## src/rtl/timer_ctrl.sv

```systemverilog
// -----------------------------------------------------------------------------
// timer_ctrl
//   Control stage for an external WIDTH-bit loadable up-counter. It provides a
//   programmable one-shot or periodic timer with a clock prescaler, a
//   one-cycle terminal-count strobe and a sticky interrupt flag.
//
//   This block never counts itself. It tells the counter when to load 0
//   (cnt_ld & cnt_en) and when to increment (cnt_en alone), and it reads the
//   resulting value back on `count`.
//
// Ports
//   clk       system clock, rising edge
//   rst       synchronous active-high reset (shared with the counter)
//   start     level-sampled start request, honoured only while idle
//   stop      abort; overrides everything except rst
//   mode      0 = one-shot, 1 = periodic (latched at start)
//   period    terminal count value (latched at start)
//   div       prescaler, counter advances every div+1 clocks (latched at start)
//   count     counter value fed back
//   cnt_ld    counter load request
//   cnt_en    counter enable
//   cnt_din   counter load data, always 0
//   busy      high while loading or running
//   tc_pulse  one-cycle terminal-count strobe
//   irq       sticky interrupt, set by tc_pulse
//   irq_clr   clears irq (a simultaneous set wins)
// -----------------------------------------------------------------------------
module timer_ctrl #(
  parameter int WIDTH = 8,
  parameter int DIV_W = 8
) (
  input  logic             clk,
  input  logic             rst,
  input  logic             start,
  input  logic             stop,
  input  logic             mode,
  input  logic [WIDTH-1:0] period,
  input  logic [DIV_W-1:0] div,
  input  logic [WIDTH-1:0] count,
  output logic             cnt_ld,
  output logic             cnt_en,
  output logic [WIDTH-1:0] cnt_din,
  output logic             busy,
  output logic             tc_pulse,
  output logic             irq,
  input  logic             irq_clr
);

  typedef enum logic [1:0] {
    S_IDLE = 2'd0,
    S_LOAD = 2'd1,
    S_RUN  = 2'd2
  } state_t;

  state_t           state, state_next;
  logic [DIV_W-1:0] pre;
  logic [WIDTH-1:0] period_r;
  logic [DIV_W-1:0] div_r;
  logic             mode_r;
  logic             tick;
  logic             terminal;

  // The controller only ever loads 0. The count starts from 0 and climbs to
  // period_r, so an equality compare is enough to find the terminal count.
  assign cnt_din  = '0;
  assign tick     = (pre == div_r);
  assign terminal = (count == period_r);

  // ---------------------------------------------------------------------------
  // Next-state and output decode
  // ---------------------------------------------------------------------------
  always_comb begin
    // NOTE: every output of this block is given a default first, so no path
    // leaves a signal unassigned and no latch is inferred.
    state_next = state;
    cnt_ld     = 1'b0;
    cnt_en     = 1'b0;
    tc_pulse   = 1'b0;
    busy       = 1'b0;

    unique case (state)
      S_IDLE: begin
        if (start && !stop) state_next = S_LOAD;
      end

      S_LOAD: begin
        busy = 1'b1;
        if (stop) begin
          state_next = S_IDLE;
        end else begin
          // Load and enable together clear the counter at this edge.
          cnt_ld     = 1'b1;
          cnt_en     = 1'b1;
          state_next = S_RUN;
        end
      end

      S_RUN: begin
        busy = 1'b1;
        if (stop) begin
          state_next = S_IDLE;
        end else if (tick) begin
          if (terminal) begin
            tc_pulse = 1'b1;
            if (mode_r) begin
              // Periodic: reload 0 on the same edge so the period stays exact.
              cnt_ld = 1'b1;
              cnt_en = 1'b1;
            end else begin
              // One-shot: leave the counter holding period_r.
              state_next = S_IDLE;
            end
          end else begin
            cnt_en = 1'b1;
          end
        end
      end

      default: state_next = S_IDLE;
    endcase

    // While reset is asserted the state is about to be discarded. Nothing may
    // strobe during that cycle, including a terminal tick.
    if (rst) begin
      cnt_ld   = 1'b0;
      cnt_en   = 1'b0;
      tc_pulse = 1'b0;
      busy     = 1'b0;
    end
  end

  // ---------------------------------------------------------------------------
  // State, prescaler, latched configuration and interrupt
  // ---------------------------------------------------------------------------
  always_ff @(posedge clk) begin
    // NOTE: sequential state uses non-blocking assignments only. Every flop
    // then samples its pre-edge value, whatever the statement order.
    if (rst) begin
      state    <= S_IDLE;
      pre      <= '0;
      period_r <= '0;
      div_r    <= '0;
      mode_r   <= 1'b0;
      irq      <= 1'b0;
    end else begin
      state <= state_next;

      // Configuration is captured only when a start is accepted. A start
      // seen while busy leaves it untouched.
      if (state == S_IDLE && start && !stop) begin
        period_r <= period;
        div_r    <= div;
        mode_r   <= mode;
      end

      if (state == S_LOAD) begin
        pre <= '0;
      end else if (state == S_RUN) begin
        if (stop || tick) pre <= '0;
        else              pre <= pre + 1'b1;
      end

      // Set has priority over clear.
      if (tc_pulse)     irq <= 1'b1;
      else if (irq_clr) irq <= 1'b0;
    end
  end

endmodule

```

## config.mk

```make
export PLATFORM = sky130hd
export DESIGN_NAME = timer_ctrl
export DESIGN_NICKNAME = d
export VERILOG_FILES = /design/src/rtl/timer_ctrl.sv
export SDC_FILE = /design/constraint.sdc
export NUM_CORES = 1
export LEC_CHECK = 0
export CORE_MARGIN = 10
export CORE_UTILIZATION = 45
export CTS_BUF_LIST = sky130_fd_sc_hd__clkbuf_4 sky130_fd_sc_hd__clkbuf_8
export DETAILED_ROUTE_END_ITERATION = 7
export HOLD_SLACK_MARGIN = 0.15
export PLACE_DENSITY = 0.74
export SLEW_MARGIN = 10
export SYNTH_ARGS = -nofsm -noshare
export SYNTH_HDL_FRONTEND = slang
export SYNTH_SLANG_ARGS = --single-unit
```

## constraint.sdc

```tcl
create_clock -name clk -period 4.09 [get_ports clk]
set_clock_uncertainty 0.05 [all_clocks]
set_input_delay 0.818 -clock clk [delete_from_list [all_inputs] [get_ports clk]]
set_output_delay 0.818 -clock clk [all_outputs]
set_load 0.02 [all_outputs]
```

## Word level (Yosys, flattened, before mapping)

Index checks and enable logic that the tools add are counted.

| storage, ports and cells | value |
|---|---|
| register bits after elaboration | 28 |
| input port bits | 30 |

| cells by class | value |
|---|---|
| add/sub/neg operators | 1 |
| eq/ne operators | 8 |
| muxes and demuxes | 29 |
| reductions and logical operators | 10 |

Operator list:

| kind | count |
|---|---|
| two-way mux 1 bit | 19 |
| equality test 8 bit | 2 |
| two-way mux 2 bit | 6 |
| inequality test 3 bit, second input constant | 3 |
| adder 8 x 1 -> 8 bit, second input constant | 1 |
| two-way mux 8 bit | 1 |
| case mux 2 bit (3 select lines) | 1 |
| case mux 1 bit (2 select lines) | 2 |
| AND reduction 4 bit | 1 |
| OR reduction 2 bit | 2 |
| logical AND 1 bit | 3 |
| equality test 2 x 1 -> 1 bit, second input constant | 1 |
| equality test 2 bit, second input constant | 1 |
| logical NOT 2 bit | 1 |
| inequality test 2 bit, second input constant | 1 |
| nonzero test 2 bit | 1 |
| logical NOT 1 bit | 1 |
| logical OR 1 bit | 1 |

## Longest topological paths before layout

Gate-level depths: netlist of the first run.

| depth | value |
|---|---|
| depth in word-level cells | 7 |
| depth in mapped cells | 8 |
| depth with buffers taken out | 6 |

## Least setup slack after synthesis of the first run

No wires, ideal clock.

| timing path | value |
|---|---|
| kind | input-to-output |
| start | input count[0] |
| end | output cnt_ld |
| data arrival time | 1681 ps |
| data required time | 3222 ps |
| path slack | 1541 ps |
| stages on the path | 5 |
| buffers on the path | 0 |
| path through | xnor2_1 nand4_1 nor2_1 a41oi_1 nor2b_1 |

| on the way | value |
|---|---|
| word-level cells in the longest chain between the ends | 6 |

Ends and longest elaborated chain:

| element | RTL line | RTL |
|---|---|---|
| start, declared | 39 | `input logic [WIDTH-1:0] count,` |
| equality test 8 bit | 67 | `assign terminal = (count == period_r);` |
| two-way mux 1 bit | 103 | `if (terminal) begin` |
| two-way mux 1 bit | 102 | `end else if (tick) begin` |
| two-way mux 1 bit | 100 | `if (stop) begin` |
| case mux 1 bit (2 select lines) | 81 | `unique case (state)` |
| two-way mux 1 bit | 124 | `if (rst) begin` |
| end, declared | 40 | `output logic cnt_ld,` |

No other way between the ends.

## Final worst setup path of the first run

| timing path | value |
|---|---|
| start | input stop |
| end | output cnt_en |

| on the way | value |
|---|---|
| word-level cells in the longest chain between the ends | 3 |
| elaborated cells between the ends (all ways) | 4 |

Ends and longest elaborated chain:

| element | RTL line | RTL |
|---|---|---|
| start, declared | 35 | `input logic stop,` |
| two-way mux 1 bit (on tied branches) | 100, 88 |  |
| case mux 1 bit (2 select lines) * | 81 |  |
| two-way mux 1 bit * | 124 |  |
| end, declared | 41 | `output logic cnt_en,` |

Mark *: on every way between the ends. The rest lies on a longest branch, timed or not.

==> flow_metrics.tcl, run 1 <==
set metrics [dict create \
    synth_area_um2 1500 \
    grt-ovfl-total 0 \
    ys.flop_type "dfxtp_1" \
    ys_warn_count 0 \
    fp.coreArea_um2 3130 \
    seqPwrFrac_pct 49.0 \
    synth_cell_types 32 \
    cpPeakStageDelay_ns 0.59 \
    cp_data_required_time_ns 3.22 \
    cts_tree "done" \
    setup_violations 0 \
    ys_seq_area_share_pct 37.5 \
    cpMostUsedCell "clkdlybuf4s50_1" \
    pre_cts_slack_ns 0.484 \
    synth.area.top_cells "dfxtp_1 37%, nand2_1 9.0%, xnor2_1 8.8%" \
    area_growth_pct 24.2 \
    die_h_um 77.7 \
    period_needed_ns 3.61 \
    max_freq_mhz 277 \
    dp_hpwl_um 2790 \
    startpoint_type "input pin" \
    setup_slack_ns 0.482 \
    drc 0 \
    switching_power_uw 193 \
    power_frac_clock_pct 21.1 \
    stdcell_count 256 \
    synth.most_common_cell "nand2_1" \
    post_drt_wl_per_cell_um 13.8 \
    detail-route-antenna-nets 0 \
    yosysTopAreaCell "dfxtp_1" \
    wl_met3_um 167 \
    path_max_fanout 4 \
    clock_path_buffers 2 \
    ys_seq_elements 28 \
    synth.top_cell.area_share_pct 37.5 \
    critical_path.cell_chain "clkdlybuf4s50_1, or4b_1, a21oi_1, o21a_1, clkdlybuf4s50_1" \
    cp_top_family "buffers and inverters" \
    cts-buffers-inserted 3 \
    gp_congestion 0.853 \
    reg2reg_slack_ns 2.04 \
    nets 247 \
    cts_sinks 28 \
    worst-path-stages 5 \
    maxCapViolCount 0 \
    initial_core_util_pct 47.8 \
    yosys-top-cells-count "36 x nand2_1, 28 x dfxtp_1, 26 x a21oi_1" \
    path_buf_inv 2 \
    h-tree-depth 1 \
    arrival_ns 2.74 \
    placed_cells 252 \
    vias 1313 \
    die_area_um2 6030 \
    maxUsedRoutingLayer "met4" \
    io_pins 43 \
    postCtsHoldBufs 0 \
    min_from "div_r[6]" \
    cts_root_buf "clkbuf_4" \
    cts_resized 0 \
    insertion_delay_ns 0.32 \
    peakVddDrop_uv 217 \
    drt_iter0_drc 76 \
    clkTransAtPathRegs_ns 0.14 \
    internal-power_uw 434 \
    drv_slew 0 \
    status "finished, final reports clean" \
    end_kind "output pin" \
    first_pass_iters 4 \
    worstHoldEndpoint "div_r[6]" \
    rr_endpoint "pre[3]" \
    grt_pass1_wl_um 5930 \
    rsz0062_at_grt "no" \
    r2r_start "state[0]" \
    wl_met1_um 1610 \
    min-delay-path-class "flip-flop to flip-flop" \
    grt_max_degree 25 \
    final_area_um2 1860 \
    post_cts.repair.setup_buffers 0 \
    reg2reg_depth 6 \
    antenna_found_initial 0 \
    io_buffers 34 \
    postLayoutCoreUtil_pct 59.4 \
    finalCritPeriodShare_pct 88.2 \
    postPlaceCellArea_um2 1820 \
    netlist_instances 182 \
    placementRows 20 \
    grt_pass1_vias 1318 \
    wirelength_um 3530 \
    crit_type "input pin to output pin" \
    antennaDiodeCount 0 \
    drive_gt1_share_pct 5.66 \
    die_width_um 77.7 \
    fin_setup_tns_ns 0 \
    avgSynthCellArea_um2 8.22 \
    async_reset_ff_share_pct 0 \
    swShare_pct 30.7 \
    track_usage_pct 11.6 \
    power.density_nw_per_um2 337 \
    hold_viol 0 \
    via_per_inst 5.13 \
    p_leak_uw 0.000643 \
    met2_length_um 1680 \
    critPathSlowestCell "clkdlybuf4s50_1" \
    hold_depth 2 \
    p_comb_share_pct 29.9 \
    synth_edf_count 0 \
]
power by group through the flow:
stage               clock network [uW]  logic, uW  registers, uW
floorplan                            0        130            310
global placement                     0        181            313
detailed placement                   0        188            314
CTS                                135        189            308
global route                       150        208            310
finish                             132        187            308
tightest hold or removal path: stages, from the launching register on:
cell	delay, ns
dfxtp_1	0.35
nand2_1	0.05
a21oi_1	0.05
cell families (layout without fill, tap and decap cells):
kind of cell             Yosys count  in the layout  synth area share (%)
buffers and inverters             21             44                  8.36
AND/OR/NAND/NOR                   70             70                  22.8
multiplexers                       3              3                  2.09
flip-flops                        28             28                  37.5
adder cells (fa/ha/maj)            4              4                  3.34
other                              1              8                 0.251
AO/OA/AOI/OAI                     39             39                  15.8
XOR/XNOR                          16             16                  9.87
area by class of cell:
class / count / area [um2]
repair buffers: 36 / 355
well taps: 44 / 55.1
inverters: 4 / 15.0
multi-input cells: 140 / 837
clock buffers: 4 / 36.3
fillers: 300 / 1270
flip-flops and latches: 28 / 561
sequential cells by signal, indices dropped and copies added, names as in the netlist:
name,cells
div_r,8
pre,8
mode_r,1
period_r,8
irq,1
state,2
layer usage:
metal	vias up	track usage (%)
met5	-	0
met4	0	5.29
met3	4	3.46
met2	35	18.9
met1	615	13.7
li1	659	-
per-stage QoR:
step           hold WS [ns]  power [uW]
2_1_floorplan         0.399         440
3_3_place_gp          0.404         494
3_5_place_dp          0.414         501
4_1_cts               0.432         632
5_1_grt               0.450         668
6_report              0.432         627
how the worst max path moves through the flow:
stage	startpoint	end	slack, ns
CTS	stop	cnt_en	0.47
global route	count[4]	cnt_ld	0.35
finish	stop	cnt_en	0.48
detailed placement	stop	cnt_en	0.48
global placement	stop	cnt_en	0.48
floorplan	count[0]	cnt_ld	1.54
cell usage in the layout (no fill, tap or decap), types with 3 or more instances in the layout:
cell type / Yosys / routed
nand2_1: 36 / 36
clkdlybuf4s50_1: 0 / 34
dfxtp_1: 28 / 28
a21oi_1: 26 / 26
xnor2_1: 15 / 15
nand2b_1: 9 / 9
conb_1: 1 / 8
nor2_1: 6 / 6
a311oi_1: 6 / 6
inv_1: 4 / 4
nor2b_1: 4 / 4
ha_1: 4 / 4
nand4_1: 3 / 3
nand3_1: 3 / 3
a41oi_1: 3 / 3
and3_1: 3 / 3
clkbuf_4: 0 / 3
Note: power is estimated with default switching activity, not from simulation.
==> inputs of run 2 (changes only) <==
CTS_CLUSTER_SIZE = 40   (was default)
==> results of run 2 <==
Final layout, timing and power as in run 1 (identical DEF).
==> RTL edit 1, RTL diff (config.mk and constraints of run 1) <==
The parameter `WIDTH` goes from 8 to 12.
--- a/src/rtl/timer_ctrl.sv
+++ b/src/rtl/timer_ctrl.sv
@@ -27,5 +27,5 @@
 // -----------------------------------------------------------------------------
 module timer_ctrl #(
-  parameter int WIDTH = 8,
+  parameter int WIDTH = 12,
   parameter int DIV_W = 8
 ) (
Ports: changed (resized cnt_din, count and period); port bits go from 43 to 55. The function was not compared with the original's and may differ.
==> RTL edit 1 against run 1 <==
Global-route usage about the same; area after synthesis increased by 15%; power is 39% higher; maximum frequency decreased by 1.3%; sequential cell count rose by 4; worst hold slack worse by 0.015 ns; critical path depth increased by 1; register-to-register slack better by 0.14 ns; wire length rose by 7.1%; cell area increased by 19%; sequential share of layout area decreased by 1.2 points; core utilization increased by 0.95 points; setup slack worse by 0.047 ns.
==> RTL edit 1: results <==
metrics = {
    "outcome": {
        "outcome": "finished clean",
    },
    "setup_path": {
        "ff2ff_setup_slack_ns": 2.18,
        "max_stage_delay_ns": 0.63,
        "arrival_ns": 2.79,
        "critPathCapture": "cnt_en",
        "reg2reg_to": "state[1]",
    },
    "placement": {
        "io_buffers": 42,
        "post-dp-hpwl_mm": 2.84,
        "gp_congestion": 0.743,
        "dp.cells": 289,
        "place_area_um2": 2100,
    },
    "routing": {
        "met2RoutedLength_mm": 1.75,
        "met3_length_um": 328,
        "via_per_inst": 4.80,
        "first_iter_violations": 30,
        "drtPass1Iterations": 6,
        "wl_met1_mm": 1.64,
        "wirelength_mm": 3.78,
    },
    "layout": {
        "finalNonFillerCells": 297,
        "drive_above_1_share_pct": 8.03,
        "fillCellCount": 358,
        "reg_top3": "period_r x12, div_r x8, pre x8",
    },
    "synth": {
        "synth_cell_types": 33,
        "synth_compound_area_share_pct": 15.2,
        "netlist_instances": 209,
        "synth_area_leaders": "dfxtp_1 (37%), xnor2_1 (10%), nand2_1 (9.9%)",
        "synth_warnings": 0,
        "synth_seq_area_share_pct": 37.4,
        "synthMuxAreaShare_pct": 1.90,
        "synth-xor-area-share_pct": 10.2,
        "synth_fa_ha_area_share_pct": 2.92,
        "synth_common_cells": "nand2_1 (45), dfxtp_1 (32), a21oi_1 (29)",
    },
    "pwr": {
        "ir_drop_v": 0.000213,
        "p_leak_nw": 0.783,
        "fin_total_pwr_w": 0.000872,
        "internal_power_w": 0.000624,
    },
    "clocking": {
        "clk_latency_ns": 0.28,
        "cts_root_buf": "clkbuf_8",
        "cts_max_level": 2,
        "clk_pin_slew_worst_paths_ns": 0.07,
    },
    "global_routing": {
        "track_usage_pct": 11.7,
        "grt_use_met1_pct": 12.7,
        "use_met3_pct": 6.22,
        "grt_pass1_vias": 1370,
        "grt_use_met2_pct": 18.7,
        "grt_max_degree": 29,
    },
}
==> RTL edit 1: power by group through the flow <==
stage / combinational [W] / sequential [W] / clock, W
after global placement: 0.000211 / 0.000360 / 0
after global routing: 0.000237 / 0.000357 / 0.000331
after detailed placement: 0.000212 / 0.000361 / 0
after CTS: 0.000214 / 0.000354 / 0.000314
after floorplan: 0.000154 / 0.000357 / 0
final: 0.000212 / 0.000354 / 0.000306
==> RTL edit 1: area by class of cell <==
cell class                      instances  area share [%]
Multi-Input combinational cell        160            42.7
Sequential cell                        32            29.0
Timing Repair Buffer                   44            19.7
Clock buffer                            6            3.45
Tap cell                               48            2.72
Clock inverter                          2            1.58
Inverter                                5           0.849
==> RTL edit 1: cell families after synthesis <==
group	count (synthesis)
AOI/OAI and AO/OA	42
xor gates and xnor gates	20
adders and majority gates	4
buffers and inverters	28
DFF	32
muxes	3
other	1
and+or+nand+nor	79
==> RTL edit 1: metrics by stage <==
step           setup WS (ns)  utilization, %
6_report               0.435            60.4
2_1_floorplan           1.41               -
3_3_place_gp           0.435            57.3
3_5_place_dp           0.431            57.3
4_1_cts                0.410            60.4
5_1_grt                0.332            60.4
==> RTL edit 1: worst min path at each step <==
stage | slack, ns | start | to | cells after the start
after detailed placement | 0.41 | period_r[7] | period_r[7] | 2
after global routing | 0.44 | period_r[11] | period_r[11] | 2
final | 0.42 | period_r[7] | period_r[7] | 2
after CTS | 0.42 | period_r[7] | period_r[7] | 2
after global placement | 0.41 | period_r[2] | period_r[2] | 2
after floorplan | 0.40 | period_r[0] | period_r[0] | 2
==> RTL edit 1: worst min-delay path: cells and delay by family, from the launching register on <==
family,cells,cell delay [ns]
compound gates,1,0.05
flops,1,0.32
simple gates,1,0.05
==> RTL edit 2, RTL diff (flow settings as in run 1) <==
Without the edit above. Register the input `stop` before use. The logic sees it one clock later. The other inputs are not delayed to match.
--- a/src/rtl/timer_ctrl.sv
+++ b/src/rtl/timer_ctrl.sv
@@ -53,4 +53,10 @@
   } state_t;
 
+  logic stop_q;
+
+  always_ff @(posedge clk) begin
+    stop_q <= stop;
+  end
+
   state_t           state, state_next;
   logic [DIV_W-1:0] pre;
@@ -81,10 +87,10 @@
     unique case (state)
       S_IDLE: begin
-        if (start && !stop) state_next = S_LOAD;
+        if (start && !stop_q) state_next = S_LOAD;
       end
 
       S_LOAD: begin
         busy = 1'b1;
-        if (stop) begin
+        if (stop_q) begin
           state_next = S_IDLE;
         end else begin
@@ -98,5 +104,5 @@
       S_RUN: begin
         busy = 1'b1;
-        if (stop) begin
+        if (stop_q) begin
           state_next = S_IDLE;
         end else if (tick) begin
@@ -148,5 +154,5 @@
       // Configuration is captured only when a start is accepted. A start
       // seen while busy leaves it untouched.
-      if (state == S_IDLE && start && !stop) begin
+      if (state == S_IDLE && start && !stop_q) begin
         period_r <= period;
         div_r    <= div;
@@ -157,5 +163,5 @@
         pre <= '0;
       end else if (state == S_RUN) begin
-        if (stop || tick) pre <= '0;
+        if (stop_q || tick) pre <= '0;
         else              pre <= pre + 1'b1;
       end
Function: changed (Yosys sat finds a counterexample within 4 cycles, from zero or initial values and one cycle with rst high).
==> RTL edit 2 against run 1 <==
Global-route usage grew 0.84 points; sequential share of layout area up 0.56 points; sequential cell count rose by 1; area after synthesis unchanged; non-clock buffer count down 1; setup slack better by 0.047 ns; final cell count rose by 1.6%; wire length shrank 0.34%; via count is 2.3% lower; sequential power is 4% higher; first-iteration DRC count is 43% lower; power up 7.5%; largest power group unchanged; maximum frequency is 1.3% higher; cell area is 1.7% higher.
==> RTL edit 2: results <==
metrics = {
    "setup_path": {
        "ff2ff_setup_slack_ns": 2.21,
        "cp_max_fo": 2,
        "crit_start": "count[5]",
        "r2r_cells": 5,
    },
    "clocking": {
        "cts_buffers": 5,
        "clk_pin_slew_worst_paths_ns": 0.09,
    },
    "placement": {
        "gp_congestion": 0.778,
        "post-dp-hpwl_mm": 2.73,
        "place_area_um2": 1840,
    },
    "routing": {
        "first_iter_violations": 43,
        "met2RoutedLength_mm": 1.80,
        "via_count": 1283,
        "wl_met1_mm": 1.40,
        "wirelength_mm": 3.52,
        "met3_length_um": 240,
    },
    "global_routing": {
        "grt_pass1_wl_mm": 6.02,
        "grt_pass1_vias": 1350,
        "grt_max_degree": 26,
    },
    "min_path": {
        "hp-start": "div_r[7]",
        "whs_endpoint": "div_r[7]",
    },
    "outcome": {
        "outcome": "finished clean",
    },
    "synth": {
        "synth-xor-area-share_pct": 9.36,
        "synth_seq_area_share_pct": 38.8,
        "synth_cell_types": 30,
    },
    "sta": {
        "fin_crit_ns": 3.56,
    },
    "pwr": {
        "power_frac_seq_pct": 47.3,
        "swShare_pct": 31.9,
        "comb_cell_power_w": 0.000183,
    },
    "layout": {
        "drive_above_1_share_pct": 6.02,
    },
}
RTL edit 2: changes by cell type in the layout (fill, tap and decap cells not counted), sizes merged, moves of 3 or more:
cell / change
nor2b: -4
and3b: +5
a311oi: -6
nor3: +3
a41oi: -3
o211ai: +6
RTL edit 2: critical path: stages:
cell	delay (ns)
clkdlybuf4s50_1	0.47
xnor2_1	0.12
nand2_1	0.08
nor4_1	0.43
nand2b_1	0.17
a21oi_1	0.06
clkdlybuf4s50_1	0.54
RTL edit 2: area by class of cell:
class | count | area (µm²)
well taps | 44 | 55.1
clock inverters | 2 | 10.0
flip-flops and latches | 29 | 581
multi-input cells | 138 | 830
fillers | 302 | 1240
clock buffers | 6 | 45.0
inverters | 6 | 22.5
repair buffers | 35 | 348
RTL edit 2: per-layer routing:
metal	vias up	global-route usage, %
met3	8	5.53
met1	589	12.4
met4	0	7.12
li1	659	-
met5	-	0
met2	27	21.2
